[src/rtl/uart_tx_scheduler_pkg.sv]
`default_nettype none
// ----------------------------------------------------------------------
// uart_pkg: shared state encoding and bus constants for the UART TX path.
// Revision 1.0
// ----------------------------------------------------------------------
package uart_pkg;

  typedef enum logic [1:0] {
    ST_IDLE    = 2'd0,
    ST_PRESENT = 2'd1,
    ST_GAP     = 2'd2
  } tx_state_t;

  localparam logic [7:0] UART_IDLE_BYTE  = 8'h00;
  localparam logic [1:0] UART_VALID_MASK = 2'b11;

endpackage
`default_nettype wire

[src/rtl/uart_tx_scheduler_fifo.sv]
`default_nettype none
// ----------------------------------------------------------------------
// sync_fifo: single-clock first-word-fall-through FIFO with flush.
// Revision 1.0
// ----------------------------------------------------------------------
module sync_fifo #(
  parameter int WIDTH = 8,
  parameter int DEPTH = 8
) (
  input  logic                       clock,
  input  logic                       reset_n,
  input  logic                       push,
  input  logic                       pop,
  input  logic                       flush,
  input  logic [WIDTH-1:0]           din,
  output logic [WIDTH-1:0]           dout,
  output logic                       full,
  output logic                       empty,
  output logic [$clog2(DEPTH+1)-1:0] count
);

  localparam int AW = $clog2(DEPTH);
  localparam int CW = $clog2(DEPTH+1);

  logic [WIDTH-1:0] mem [DEPTH];
  logic [AW-1:0]    wr_ptr;
  logic [AW-1:0]    rd_ptr;
  logic             do_push;
  logic             do_pop;

  // A push coinciding with flush is discarded; no push while full.
  assign do_push = push & ~full & ~flush;
  assign do_pop  = pop & ~empty & ~flush;
  assign full    = (count == CW'(DEPTH));
  assign empty   = (count == '0);
  assign dout    = mem[rd_ptr];

  always_ff @(posedge clock or negedge reset_n) begin
    if (!reset_n) begin
      wr_ptr <= '0;
      rd_ptr <= '0;
      count  <= '0;
    end else if (flush) begin
      wr_ptr <= '0;
      rd_ptr <= '0;
      count  <= '0;
    end else begin
      if (do_push) wr_ptr <= wr_ptr + 1'b1;
      if (do_pop)  rd_ptr <= rd_ptr + 1'b1;
      count <= count + CW'(do_push) - CW'(do_pop);
    end
  end

  always_ff @(posedge clock) begin
    if (do_push) mem[wr_ptr] <= din;
  end

endmodule
`default_nettype wire

[src/rtl/uart_tx_scheduler.sv]
`default_nettype none
// ----------------------------------------------------------------------
// uart_tx_scheduler: queues command bytes and holds each on the UART bus until acked.
// Revision 1.0
// ----------------------------------------------------------------------
module uart_tx_scheduler
  import uart_pkg::*;
#(
  parameter int DEPTH      = 8,
  parameter int GAP_CYCLES = 0
) (
  input  logic                       clock,
  input  logic                       reset_n,
  input  logic                       in_valid,
  input  logic [7:0]                 in_bits,
  output logic                       in_ready,
  input  logic                       flush,
  output logic [7:0]                 uart_bits,
  input  logic                       uart_ready,
  output logic                       sent,
  output logic                       drop_err,
  output logic [$clog2(DEPTH+1)-1:0] count,
  output logic                       busy
);

  localparam int GW = (GAP_CYCLES > 0) ? $clog2(GAP_CYCLES+1) : 1;

  tx_state_t   state;
  logic [GW-1:0] gap_cnt;
  logic        fifo_full;
  logic        fifo_empty;
  logic        fifo_push;
  logic        fifo_pop;
  logic [7:0]  fifo_dout;
  logic        accept;
  logic        byte_ok;
  logic        can_pop;

  assign accept    = in_valid & in_ready;
  assign byte_ok   = |(in_bits[1:0] & UART_VALID_MASK);
  assign fifo_push = accept & byte_ok;
  assign can_pop   = ~fifo_empty & ~flush;
  assign in_ready  = ~fifo_full;
  assign busy      = (state != ST_IDLE) || (count != '0);

  always_comb begin
    fifo_pop = 1'b0;
    case (state)
      ST_IDLE:    fifo_pop = can_pop;
      ST_PRESENT: fifo_pop = uart_ready && (GAP_CYCLES == 0) && can_pop;
      ST_GAP:     fifo_pop = (gap_cnt == '0) && can_pop;
      default:    fifo_pop = 1'b0;
    endcase
  end

  sync_fifo #(
    .WIDTH (8),
    .DEPTH (DEPTH)
  ) u_fifo (
    .clock   (clock),
    .reset_n (reset_n),
    .push    (fifo_push),
    .pop     (fifo_pop),
    .flush   (flush),
    .din     (in_bits),
    .dout    (fifo_dout),
    .full    (fifo_full),
    .empty   (fifo_empty),
    .count   (count)
  );

  // uart_bits doubles as the hold register: it carries the byte only in PRESENT.
  always_ff @(posedge clock or negedge reset_n) begin
    if (!reset_n) begin
      state     <= ST_IDLE;
      uart_bits <= UART_IDLE_BYTE;
      gap_cnt   <= '0;
      sent      <= 1'b0;
      drop_err  <= 1'b0;
    end else begin
      sent     <= 1'b0;
      drop_err <= accept & ~byte_ok;
      case (state)
        ST_IDLE: begin
          if (fifo_pop) begin
            uart_bits <= fifo_dout;
            state     <= ST_PRESENT;
          end
        end
        ST_PRESENT: begin
          if (uart_ready) begin
            sent <= 1'b1;
            if (GAP_CYCLES > 0) begin
              state     <= ST_GAP;
              gap_cnt   <= GW'(GAP_CYCLES - 1);
              uart_bits <= UART_IDLE_BYTE;
            end else if (fifo_pop) begin
              uart_bits <= fifo_dout;
            end else begin
              state     <= ST_IDLE;
              uart_bits <= UART_IDLE_BYTE;
            end
          end else if (flush) begin
            state     <= ST_IDLE;
            uart_bits <= UART_IDLE_BYTE;
          end
        end
        ST_GAP: begin
          // The last gap cycle hands straight to the next byte so the bus shows exactly GAP_CYCLES zeros.
          if (gap_cnt == '0) begin
            if (fifo_pop) begin
              uart_bits <= fifo_dout;
              state     <= ST_PRESENT;
            end else begin
              state <= ST_IDLE;
            end
          end else begin
            gap_cnt <= gap_cnt - 1'b1;
          end
        end
        default: begin
          state     <= ST_IDLE;
          uart_bits <= UART_IDLE_BYTE;
        end
      endcase
    end
  end

endmodule
`default_nettype wire
[config.mk]
export PLATFORM = sky130hd
export DESIGN_NAME = uart_tx_scheduler
export DESIGN_NICKNAME = d
export VERILOG_FILES = /design/src/rtl/uart_tx_scheduler_pkg.sv /design/src/rtl/uart_tx_scheduler_fifo.sv /design/src/rtl/uart_tx_scheduler.sv
export SDC_FILE = /design/constraint.sdc
export NUM_CORES = 1
export LEC_CHECK = 0
export ABC_AREA = 1
export BUFFER_PORTS_ARGS = -buffer_cell sky130_fd_sc_hd__buf_2
export CAP_MARGIN = 0
export CORE_ASPECT_RATIO = 0.75
export CORE_MARGIN = 2
export CORE_UTILIZATION = 55
export CTS_CLUSTER_SIZE = 12
export DETAILED_ROUTE_END_ITERATION = 6
export HOLD_SLACK_MARGIN = 0.15
export PLACE_DENSITY_LB_ADDON = 0.08
export SETUP_SLACK_MARGIN = 0.05
export SYNTH_ARGS = -nofsm -noshare
export SYNTH_HDL_FRONTEND = slang
export SYNTH_HIERARCHICAL = 1
export SYNTH_SLANG_ARGS = --single-unit
[constraint.sdc]
create_clock -name clock -period 3.45 [get_ports clock]
set_clock_uncertainty 0.2 [all_clocks]
set_input_delay 0.345 -clock clock [delete_from_list [all_inputs] [get_ports clock]]
set_output_delay 0.345 -clock clock [all_outputs]
set_load 0.02 [all_outputs]
==> results of run 1 <==
## cell usage in the layout, fill, tap and decap left out
master | netlist | final
a21oi_1 | 2 | 2
buf_2 | 3 | 28
buf_4 | 5 | 11
bufinv_16 | 0 | 2
clkbuf_1 | 0 | 2
clkbuf_8 | 0 | 11
clkinv_1 | 2 | 2
clkinvlp_4 | 0 | 1
dfrtp_1 | 21 | 21
dlygate4sd3_1 | 0 | 13
edfxtp_1 | 64 | 64
fa_1 | 1 | 1
ha_1 | 8 | 8
inv_1 | 83 | 83
inv_2 | 1 | 1
inv_4 | 2 | 2
nand2_1 | 143 | 143
nand2_2 | 2 | 2
nand3_1 | 51 | 51
nand3_2 | 1 | 1
nand4_1 | 6 | 6
nor2_1 | 14 | 14
nor2_4 | 2 | 2
nor3_1 | 5 | 5
o21ai_2 | 1 | 1
xnor2_1 | 1 | 1
## registers in the layout, indices dropped and copies added, names as in the netlist
register / cells
uart_bits: 8
u_fifo/count: 4
drop_err: 1
u_fifo/mem: 64
u_fifo/wr_ptr: 3
state: 1
sent: 1
u_fifo/rd_ptr: 3
## report_power, final
part,leakage (uW),switching (uW),total [uW],internal (uW)
Sequential,0.000857,63.6,1260,1200
Clock,0.000110,337,785,448
Combinational,0.00126,587,869,282
## layer usage
layer	up-vias	share of wire	GRT usage
met5	-	0	0
met4	0	0.013	0.07600
met3	8	0.063	0.05495
met2	68	0.45	0.3441
met1	1249	0.47	0.3062
li1	1418	-	-
## layout make-up
| class | count | area (um^2) | area share |
|---|---|---|---|
| Sequential cell | 85 | 2447 | 0.5338 |
| Clock inverter | 3 | 67.56 | 0.01474 |
| Tap cell | 98 | 122.6 | 0.02675 |
| Inverter | 88 | 335.3 | 0.07314 |
| Clock buffer | 13 | 158.9 | 0.03466 |
| Multi-Input combinational cell | 237 | 1100 | 0.2399 |
| Timing Repair Buffer | 52 | 352.8 | 0.07696 |
## worst reg2reg max path: stages (launching register included)
cell and delay [ps]:
dfrtp_1 380, inv_1 100, ha_1 220, nand3_2 130, inv_1 50, inv_1 60, nand2_1 70, nor2_1 240
nand3_1 210, ha_1 340, inv_1 40, ha_1 200, fa_1 390, xnor2_1 170, nor2_1 50
## kinds of logic (layout without fill, tap and decap cells)
family | count (synthesis) | in the layout | share of synthesized area
AND/OR/NAND/NOR | 224 | 224 | 0.2392
buffers and inverters | 100 | 156 | 0.1088
XOR/XNOR | 1 | 1 | 0.002201
adder cells (fa/ha/maj) | 9 | 9 | 0.03018
AO/OA/AOI/OAI | 3 | 3 | 0.004716
flip-flops | 85 | 85 | 0.6149
## metrics by stage
| stage | util | cells | power (uW) |
|---|---|---|---|
| after CTS | 0.6647 | 576 | 2936 |
| after global routing | 0.6647 | 576 | 3098 |
| after global placement | 0.6130 | 547 | 2118 |
| final | 0.6647 | 576 | 2915 |
| after detailed placement | 0.6130 | 547 | 2142 |
| after floorplan | - | 422 | 1923 |
## repair_timing
item,4_1_cts,5_1_grt
resized for setup,0,0
endpoints found under the setup margin,0,0
hold buffers,13,0
endpoints found under the hold margin,91,0
## worst paths after layout
kind                                                start                            to  slack, ps  cells past startpoint
worst max-delay path            u_fifo/count[2]$_DFF_PN0_     u_fifo/count[2]$_DFF_PN0_        490                     14
worst min-delay path                              reset_n      uart_bits[1]$_DFFE_PN0P_        280                      2
worst max register to register  u_fifo/count[2]$_DFF_PN0_     u_fifo/count[2]$_DFF_PN0_        490                     14
worst min register to register   uart_bits[0]$_DFFE_PN0P_      uart_bits[0]$_DFFE_PN0P_        300                      2
max in group asynchronous                         reset_n  u_fifo/rd_ptr[1]$_DFFE_PN0P_       2440                      2
min in group clock               uart_bits[0]$_DFFE_PN0P_      uart_bits[0]$_DFFE_PN0P_        300                      2
==> flow_summary.yaml, run 1 <==
status:
  status: "complete, no violations"
place:
  port_buffers: 28
  place_hpwl_mm: 5.232
  pre_cts_ws_ps: 527.3
  gp_congestion: 0.8427
  dpl_cell_area_mm2: 0.004228
synth:
  synth-seq-area-share: 0.6149
  post-synth-top-count-cell: "nand2_1"
  yosysWarningCount: 6
  synthCells: 422
  synth_area_leaders: "edfxtp_1 48%, nand2_1 13%, dfrtp_1 13%"
  synth_edf_count: 64
  synth_ff_type: "edfxtp_1"
  syn_avg_cell_area_um2: 9.431
  syn_area_mm2: 0.003980
  yosys.area.top_type: "edfxtp_1"
  synth_nets: 444
  synth.distinct_cells: 22
  async_flop_share: 0.2471
  synth_common_cells: "143 x nand2_1, 83 x inv_1, 64 x edfxtp_1, 51 x nand3_1, 21 x dfrtp_1"
  yosysTopAreaCellShare: 0.4829
  synth_seq_cells: 85
global_route:
  gr-usage-all-layers: 0.2215
  grt_pass1_vias: 2597
  gr-total-overflow: 0
  grt_first_pass_wirelength_mm: 12.90
  grt_max_degree: 34
  antenna_found_initial: 0
clocking:
  clk_pin_slew_worst_paths_ps: 80
  cts-root-buf: "clkbuf_8"
  cts_setup_buffers: 0
  numCtsBuffers: 9
  worstSkewPairLatency_ps: 350
  cts_num_sinks: 85
  cts_tree: "built"
  htree_num_levels: 3
  clockBufferDepth: 2
routing:
  drt-initial-drc-count: 191
  via_per_inst: 4.762
  finalWirelength_mm: 7.994
  drtAntennaViolNets: 0
  post_drt_wl_per_cell_um: 13.88
  drt_pre_antenna_iters: 4
  dr_total_vias: 2743
  drc: 0
timing:
  grt_setup_unrepaired: "false"
  hold_ws_ps: 278.4
  post-route-period-util: 0.8580
  period_minus_slack_ps: 2960
  slew_headroom: 0.6763
  setup_tns_ps: 0
  setup_viol: 0
  finalWorstSetupSlack_ps: 489.9
  max_freq_ghz: 0.3378
  worstMarginPinSlew_ps: 485.6
  maxSlewViolCount: 0
  finalHoldViolCount: 0
critical_path:
  critPathCaptureType: "flip-flop"
  path_cells: "inv_1 > ha_1 > nand3_2 > inv_1 > inv_1 > nand2_1 > nor2_1 > nand3_1 > ha_1 > inv_1 > ha_1 > fa_1 > xnor2_1 > nor2_1"
  required_ps: 3490
  path_buf_inv: 4
  path_delay_family: "adder cells"
  arrival_ps: 3000
  crit_slowest_cell: "fa_1"
  cpPeakStageDelay_ps: 390
  path_class: "reg -> reg"
  crit_top_cell: "inv_1"
  crit_path_start_kind: "flip-flop"
  critPathMaxFanout: 6
layout:
  area_growth_pct: 15.18
  postLayoutCellArea_mm2: 0.004584
  antenna_cells: 0
  nets: 495
  fillers: 589
  drive_above_1_share: 0.1297
floorplanning:
  start_util: 0.5771
  coreArea_mm2: 0.006897
  die_h_um: 77.67
  dieArea_mm2: 0.007940
  ioPinCount: 29
  rows: 26
  fp.dieW_um: 102.2
worst_hold_path:
  hp-class: "in -> async"
job:
  max-cap-violations: 0
power_and_ir_drop:
  total_leakage_power_uw: 0.002231
  ir_drop_mv: 0.2791
  powerDensity_mw_per_mm2: 635.8
Power figures use the tool's default switching activity.
==> run 2, diff against run 1 <==
Settings changed: CORE_ASPECT_RATIO 0.75 to not set, CORE_MARGIN 2 to not set.
==> flow_summary.yaml, run 2 (synthesized netlist as in run 1, its figures left out) <==
clocking:
  cts_num_sinks: 85
  cts-root-buf: "clkbuf_8"
  cts_tree: "built"
  cts_setup_buffers: 0
  holdBufCountCts: 13
  htree_num_levels: 3
  numCtsBuffers: 9
  clockBufferDepth: 2
  clk_pin_slew_worst_paths_ps: 80
  cts_resized: 0
  worstSkewPairLatency_ps: 350
critical_path:
  critPathMaxFanout: 6
  cp.depth: 14
  crit_end: "u_fifo/count[2]$_DFF_PN0_"
  cpPeakStageDelay_ps: 380
  crit_top_cell: "inv_1"
  crit_start: "u_fifo/count[2]$_DFF_PN0_"
  r2r-start: "u_fifo/count[2]$_DFF_PN0_"
  crit_path_start_kind: "flip-flop"
  crit_slowest_cell: "fa_1"
  path_class: "reg -> reg"
  path_cells: "inv_1 > ha_1 > nand3_2 > inv_1 > inv_1 > nand2_1 > nor2_1 > nand3_1 > ha_1 > inv_1 > ha_1 > fa_1 > xnor2_1 > nor2_1"
  rr_worst_depth: 14
  path_delay_family: "adder cells"
  reg2reg_to: "u_fifo/count[2]$_DFF_PN0_"
  required_ps: 3490
  reg2reg_setup_slack_ps: 520
  arrival_ps: 2960
  path_buf_inv: 4
  critPathCaptureType: "flip-flop"
power_and_ir_drop:
  power.switching_uw: 968.4
  ir_drop_mv: 0.2872
  power.internal_uw: 1732
  p_clk_frac: 0.215
  power_frac_seq: 0.471
  total_leakage_power_uw: 0.002191
  switching_share: 0.3586
  powerDensity_mw_per_mm2: 600.3
  power_frac_comb: 0.315
routing:
  post_drt_wl_per_cell_um: 13.67
  via_per_inst: 4.921
  finalWirelength_mm: 7.817
  drtAntennaViolNets: 0
  drt-initial-drc-count: 178
  drc: 0
  dr_total_vias: 2815
  drt_pre_antenna_iters: 4
timing:
  grt_setup_unrepaired: "false"
  period_minus_slack_ps: 2930
  setup_viol: 0
  worstMarginPinSlew_ps: 844.3
  finalHoldViolCount: 0
  slew_headroom: 0.4371
  max_freq_ghz: 0.3413
  post-route-period-util: 0.8492
  setup_tns_ps: 0
  maxSlewViolCount: 0
layout:
  finish.utilization: 0.6513
  area_growth_pct: 13.01
  largest_reg_flops: 64
  layout_commonest_cell: "nand2_1"
  largest_register: "u_fifo/mem"
  layout_common_cells: "143 x nand2_1, 83 x inv_1, 64 x edfxtp_1, 51 x nand3_1, 28 x buf_2"
  drive_above_1_share: 0.1239
  antenna_cells: 0
  nets: 493
  reg_top3: "u_fifo/mem (64), uart_bits (8), u_fifo/count (4)"
floorplanning:
  fp.dieW_um: 87.07
  ioPinCount: 29
  die_h_um: 87.07
  rows: 30
  coreArea_mm2: 0.006907
  start_util: 0.5763
  dieArea_mm2: 0.007580
worst_hold_path:
  hp-class: "in -> async"
global_route:
  gr-total-overflow: 0
  antenna_found_initial: 0
  gr-usage-all-layers: 0.2363
  grt_max_degree: 34
  grt_first_pass_wirelength_mm: 12.82
  grt_pass1_vias: 2651
place:
  place_hpwl_mm: 5.157
  gp_congestion: 0.8501
  port_buffers: 28
job:
  max-cap-violations: 0
status:
  status: "complete, no violations"
[run 2: changes by cell type in the layout (fill, tap and decap cells not counted), sizes merged]
cell    previous run  this run
buf               39        37
bufinv             2         0
clkbuf            13        10
clkinv             2         7
[run 2: power by group through the flow]
stage	Sequential (uW)	Combinational (uW)	Clock, uW
2_1_floorplan	1340	584	0
3_3_place_gp	1290	822	0
3_5_place_dp	1290	843	0
4_1_cts	1270	857	595
5_1_grt	1280	975	641
6_report	1270	850	580
[run 2: metrics by stage]
step / cells / total power, uW / area (um^2) / hold WS [ps] / setup WS [ps]
floorplan: 422 / 1923 / 3980 / -150.6 / 509.6
global placement: 543 / 2111 / 4210 / 125.3 / 668.5
detailed placement: 543 / 2137 / 4210 / 124.5 / 549.8
CTS: 572 / 2724 / 4498 / 279.8 / 532.1
global route: 572 / 2899 / 4498 / 317.5 / 216.1
finish: 572 / 2700 / 4498 / 277.8 / 520.4
[run 2: layer usage]
metal / vias up / routed length [um] / GRT usage / part of all wire
met5: - / 0 / 0 / 0
met4: 0 / 100 / 0.09091 / 0.013
met3: 8 / 452 / 0.06445 / 0.058
met2: 58 / 3920 / 0.3851 / 0.50
met1: 1328 / 3344 / 0.3025 / 0.43
li1: 1421 / - / - / -
[run 2: layout make-up]
class,count,area [um^2]
Inverter,88,335.3
Fill cell,589,2409
Multi-Input combinational cell,237,1100
Clock inverter,6,30.03
Sequential cell,85,2447
Tap cell,96,120.1
Timing Repair Buffer,50,337.8
Clock buffer,10,127.6
[run 2: worst min-delay path by stage]
| stage | startpoint | end | slack (ps) | cells past startpoint |
|---|---|---|---|---|
| finish | reset_n | uart_bits[0]$_DFFE_PN0P_ | 280 | 2 |
| CTS | reset_n | uart_bits[0]$_DFFE_PN0P_ | 280 | 2 |
| detailed placement | reset_n | uart_bits[0]$_DFFE_PN0P_ | 120 | 1 |
| global placement | reset_n | uart_bits[7]$_DFFE_PN0P_ | 130 | 1 |
| global route | reset_n | uart_bits[7]$_DFFE_PN0P_ | 320 | 2 |
| floorplan | reset_n | drop_err$_DFF_PN0_ | -150 | 0 |
==> run 3, diff against run 2 <==
Clock period 3.45 ns to 2.87 ns, I/O delays scaled along.
==> flow_summary.yaml, run 3 (synthesized netlist as in run 1, its figures left out) <==
timing:
  finalHoldViolCount: 0
  worstMarginPinSlew_ps: 666.5
  finalWorstSetupSlack_ps: 191.0
  maxSlewViolCount: 0
  setup_viol: 0
  grt_setup_unrepaired: "false"
  max_freq_ghz: 0.3733
  post-route-period-util: 0.9334
  setup_tns_ps: 0
  period_minus_slack_ps: 2679
  slew_headroom: 0.5557
routing:
  finalWirelength_mm: 8.015
  via_per_inst: 4.793
  post_drt_wl_per_cell_um: 13.80
  drt-initial-drc-count: 145
  drt_pre_antenna_iters: 4
  dr_total_vias: 2785
  drtAntennaViolNets: 0
  drc: 0
global_route:
  grt_pass1_vias: 2684
  grt_first_pass_wirelength_mm: 12.90
  grt_max_degree: 34
  gr-usage-all-layers: 0.2382
  antenna_found_initial: 0
  gr-total-overflow: 0
power_and_ir_drop:
  p_clk_frac: 0.246
  power.internal_uw: 2350
  switching_share: 0.3429
  power.switching_uw: 1227
  power_frac_seq: 0.427
  powerDensity_mw_per_mm2: 768.5
  total_leakage_power_uw: 0.002266
  ir_drop_mv: 0.4792
  power_frac_comb: 0.327
layout:
  reg_top3: "u_fifo/mem (64), uart_bits (8), u_fifo/count (4)"
  largest_reg_flops: 64
  antenna_cells: 0
  finish.utilization: 0.6739
  drive_above_1_share: 0.1608
  layout_common_cells: "141 x nand2_1, 82 x inv_1, 64 x edfxtp_1, 49 x nand3_1, 28 x buf_2"
  nets: 502
  area_growth_pct: 16.94
  layout_commonest_cell: "nand2_1"
  largest_register: "u_fifo/mem"
critical_path:
  cpPeakStageDelay_ps: 530
  r2r-start: "u_fifo/count[2]$_DFF_PN0_"
  crit_slowest_cell: "fa_2"
  critPathMaxFanout: 5
  arrival_ps: 2770
  critPathCaptureType: "flip-flop"
  path_buf_inv: 5
  crit_start: "u_fifo/count[2]$_DFF_PN0_"
  crit_top_cell: "inv_1"
  required_ps: 2960
  path_delay_family: "adder cells"
  crit_path_start_kind: "flip-flop"
  path_cells: "inv_1 > ha_2 > nand3_4 > inv_1 > inv_1 > nand2_2 > nor2_4 > nand3_4 > ha_1 > inv_1 > ha_1 > fa_2 > inv_1 > nor2_1"
  path_class: "reg -> reg"
floorplanning:
  dieArea_mm2: 0.007580
  rows: 30
  coreArea_mm2: 0.006907
  start_util: 0.5763
  fp.dieW_um: 87.07
  die_h_um: 87.07
  ioPinCount: 29
clocking:
  htree_num_levels: 3
  numCtsBuffers: 9
  worstSkewPairLatency_ps: 350
  cts_num_sinks: 85
  cts-root-buf: "clkbuf_8"
  clockBufferDepth: 2
  clk_pin_slew_worst_paths_ps: 80
  cts_tree: "built"
worst_hold_path:
  hold_start: "in_valid"
  hp-class: "in -> reg"
place:
  pre_cts_ws_ps: 35.23
  gp_congestion: 0.8229
  place_hpwl_mm: 5.180
  port_buffers: 28
job:
  max-cap-violations: 0
status:
  status: "complete, no violations"
run 3: cell count changes in the layout (fill, tap and decap cells not counted), sizes merged:
cell / delta
buf: +10
bufinv: +2
clkinv: -1
clkinvlp: -1
dlygate4sd3: -1
run 3: final cells by class:
class / count / area, um^2
clock buffer: 10 / 127.6
clock inverter: 6 / 77.57
fill: 619 / 2252
inverter: 88 / 335.3
multi-input combinational: 237 / 1142
sequential: 85 / 2449
tap: 96 / 120.1
timing repair buffer: 59 / 402.9
run 3: stage by stage:
step | cells | hold WS, ps | power [uW] | area (um^2)
floorplan | 422 | -208.6 | 2314 | 3984
global placement | 546 | 70.01 | 2545 | 4237
detailed placement | 546 | 73.10 | 2578 | 4237
CTS | 574 | 175.0 | 3475 | 4572
global route | 581 | 185.9 | 3788 | 4654
finish | 581 | 173.7 | 3577 | 4654
run 3: layer usage:
metal	share of wire	GRT usage	wire length (um)	up-vias
met5	0	0	0	-
met4	0.022	0.1197	178	0
met3	0.048	0.03507	387	15
met2	0.49	0.4059	3949	55
met1	0.44	0.2973	3500	1278
li1	-	-	-	1437
run 3: path summary, 6_finish.rpt:
path | cells past startpoint | slack, ps | end
min in group asynchronous | 2 | 220 | uart_bits[7]$_DFFE_PN0P_
hold / removal | 5 | 170 | u_fifo/wr_ptr[1]$_DFFE_PN0P_
max in group asynchronous | 2 | 1890 | u_fifo/count[2]$_DFF_PN0_
hold reg to reg | 2 | 300 | uart_bits[7]$_DFFE_PN0P_
setup reg to reg | 14 | 190 | u_fifo/count[1]$_DFF_PN0_
setup / recovery | 14 | 190 | u_fifo/count[1]$_DFF_PN0_
run 3: what timing repair did:
item,CTS,global route
endpoints found under the hold margin,91,0
setup buffers,0,7
endpoints found under the setup margin,2,3
gates resized for setup,2,8
hold buffers,12,0
pin swaps,0,2
run 3: worst reg2reg max path: stages, from the launching register on:
cell and delay [ps]:
dfrtp_2 370, inv_1 70, ha_2 210, nand3_4 110, inv_1 50, inv_1 80, nand2_2 70, nor2_4 170
nand3_4 110, ha_1 280, inv_1 40, ha_1 210, fa_2 530, inv_1 40, nor2_1 80
run 3: power groups by stage:
| stage | sequential (uW) | combinational (uW) | clock (uW) |
|---|---|---|---|
| final | 1530 | 1170 | 878 |
| after floorplan | 1610 | 704 | 0 |
| after CTS | 1530 | 1050 | 898 |
| after global routing | 1540 | 1300 | 947 |
| after detailed placement | 1560 | 1020 | 0 |
| after global placement | 1550 | 995 | 0 |
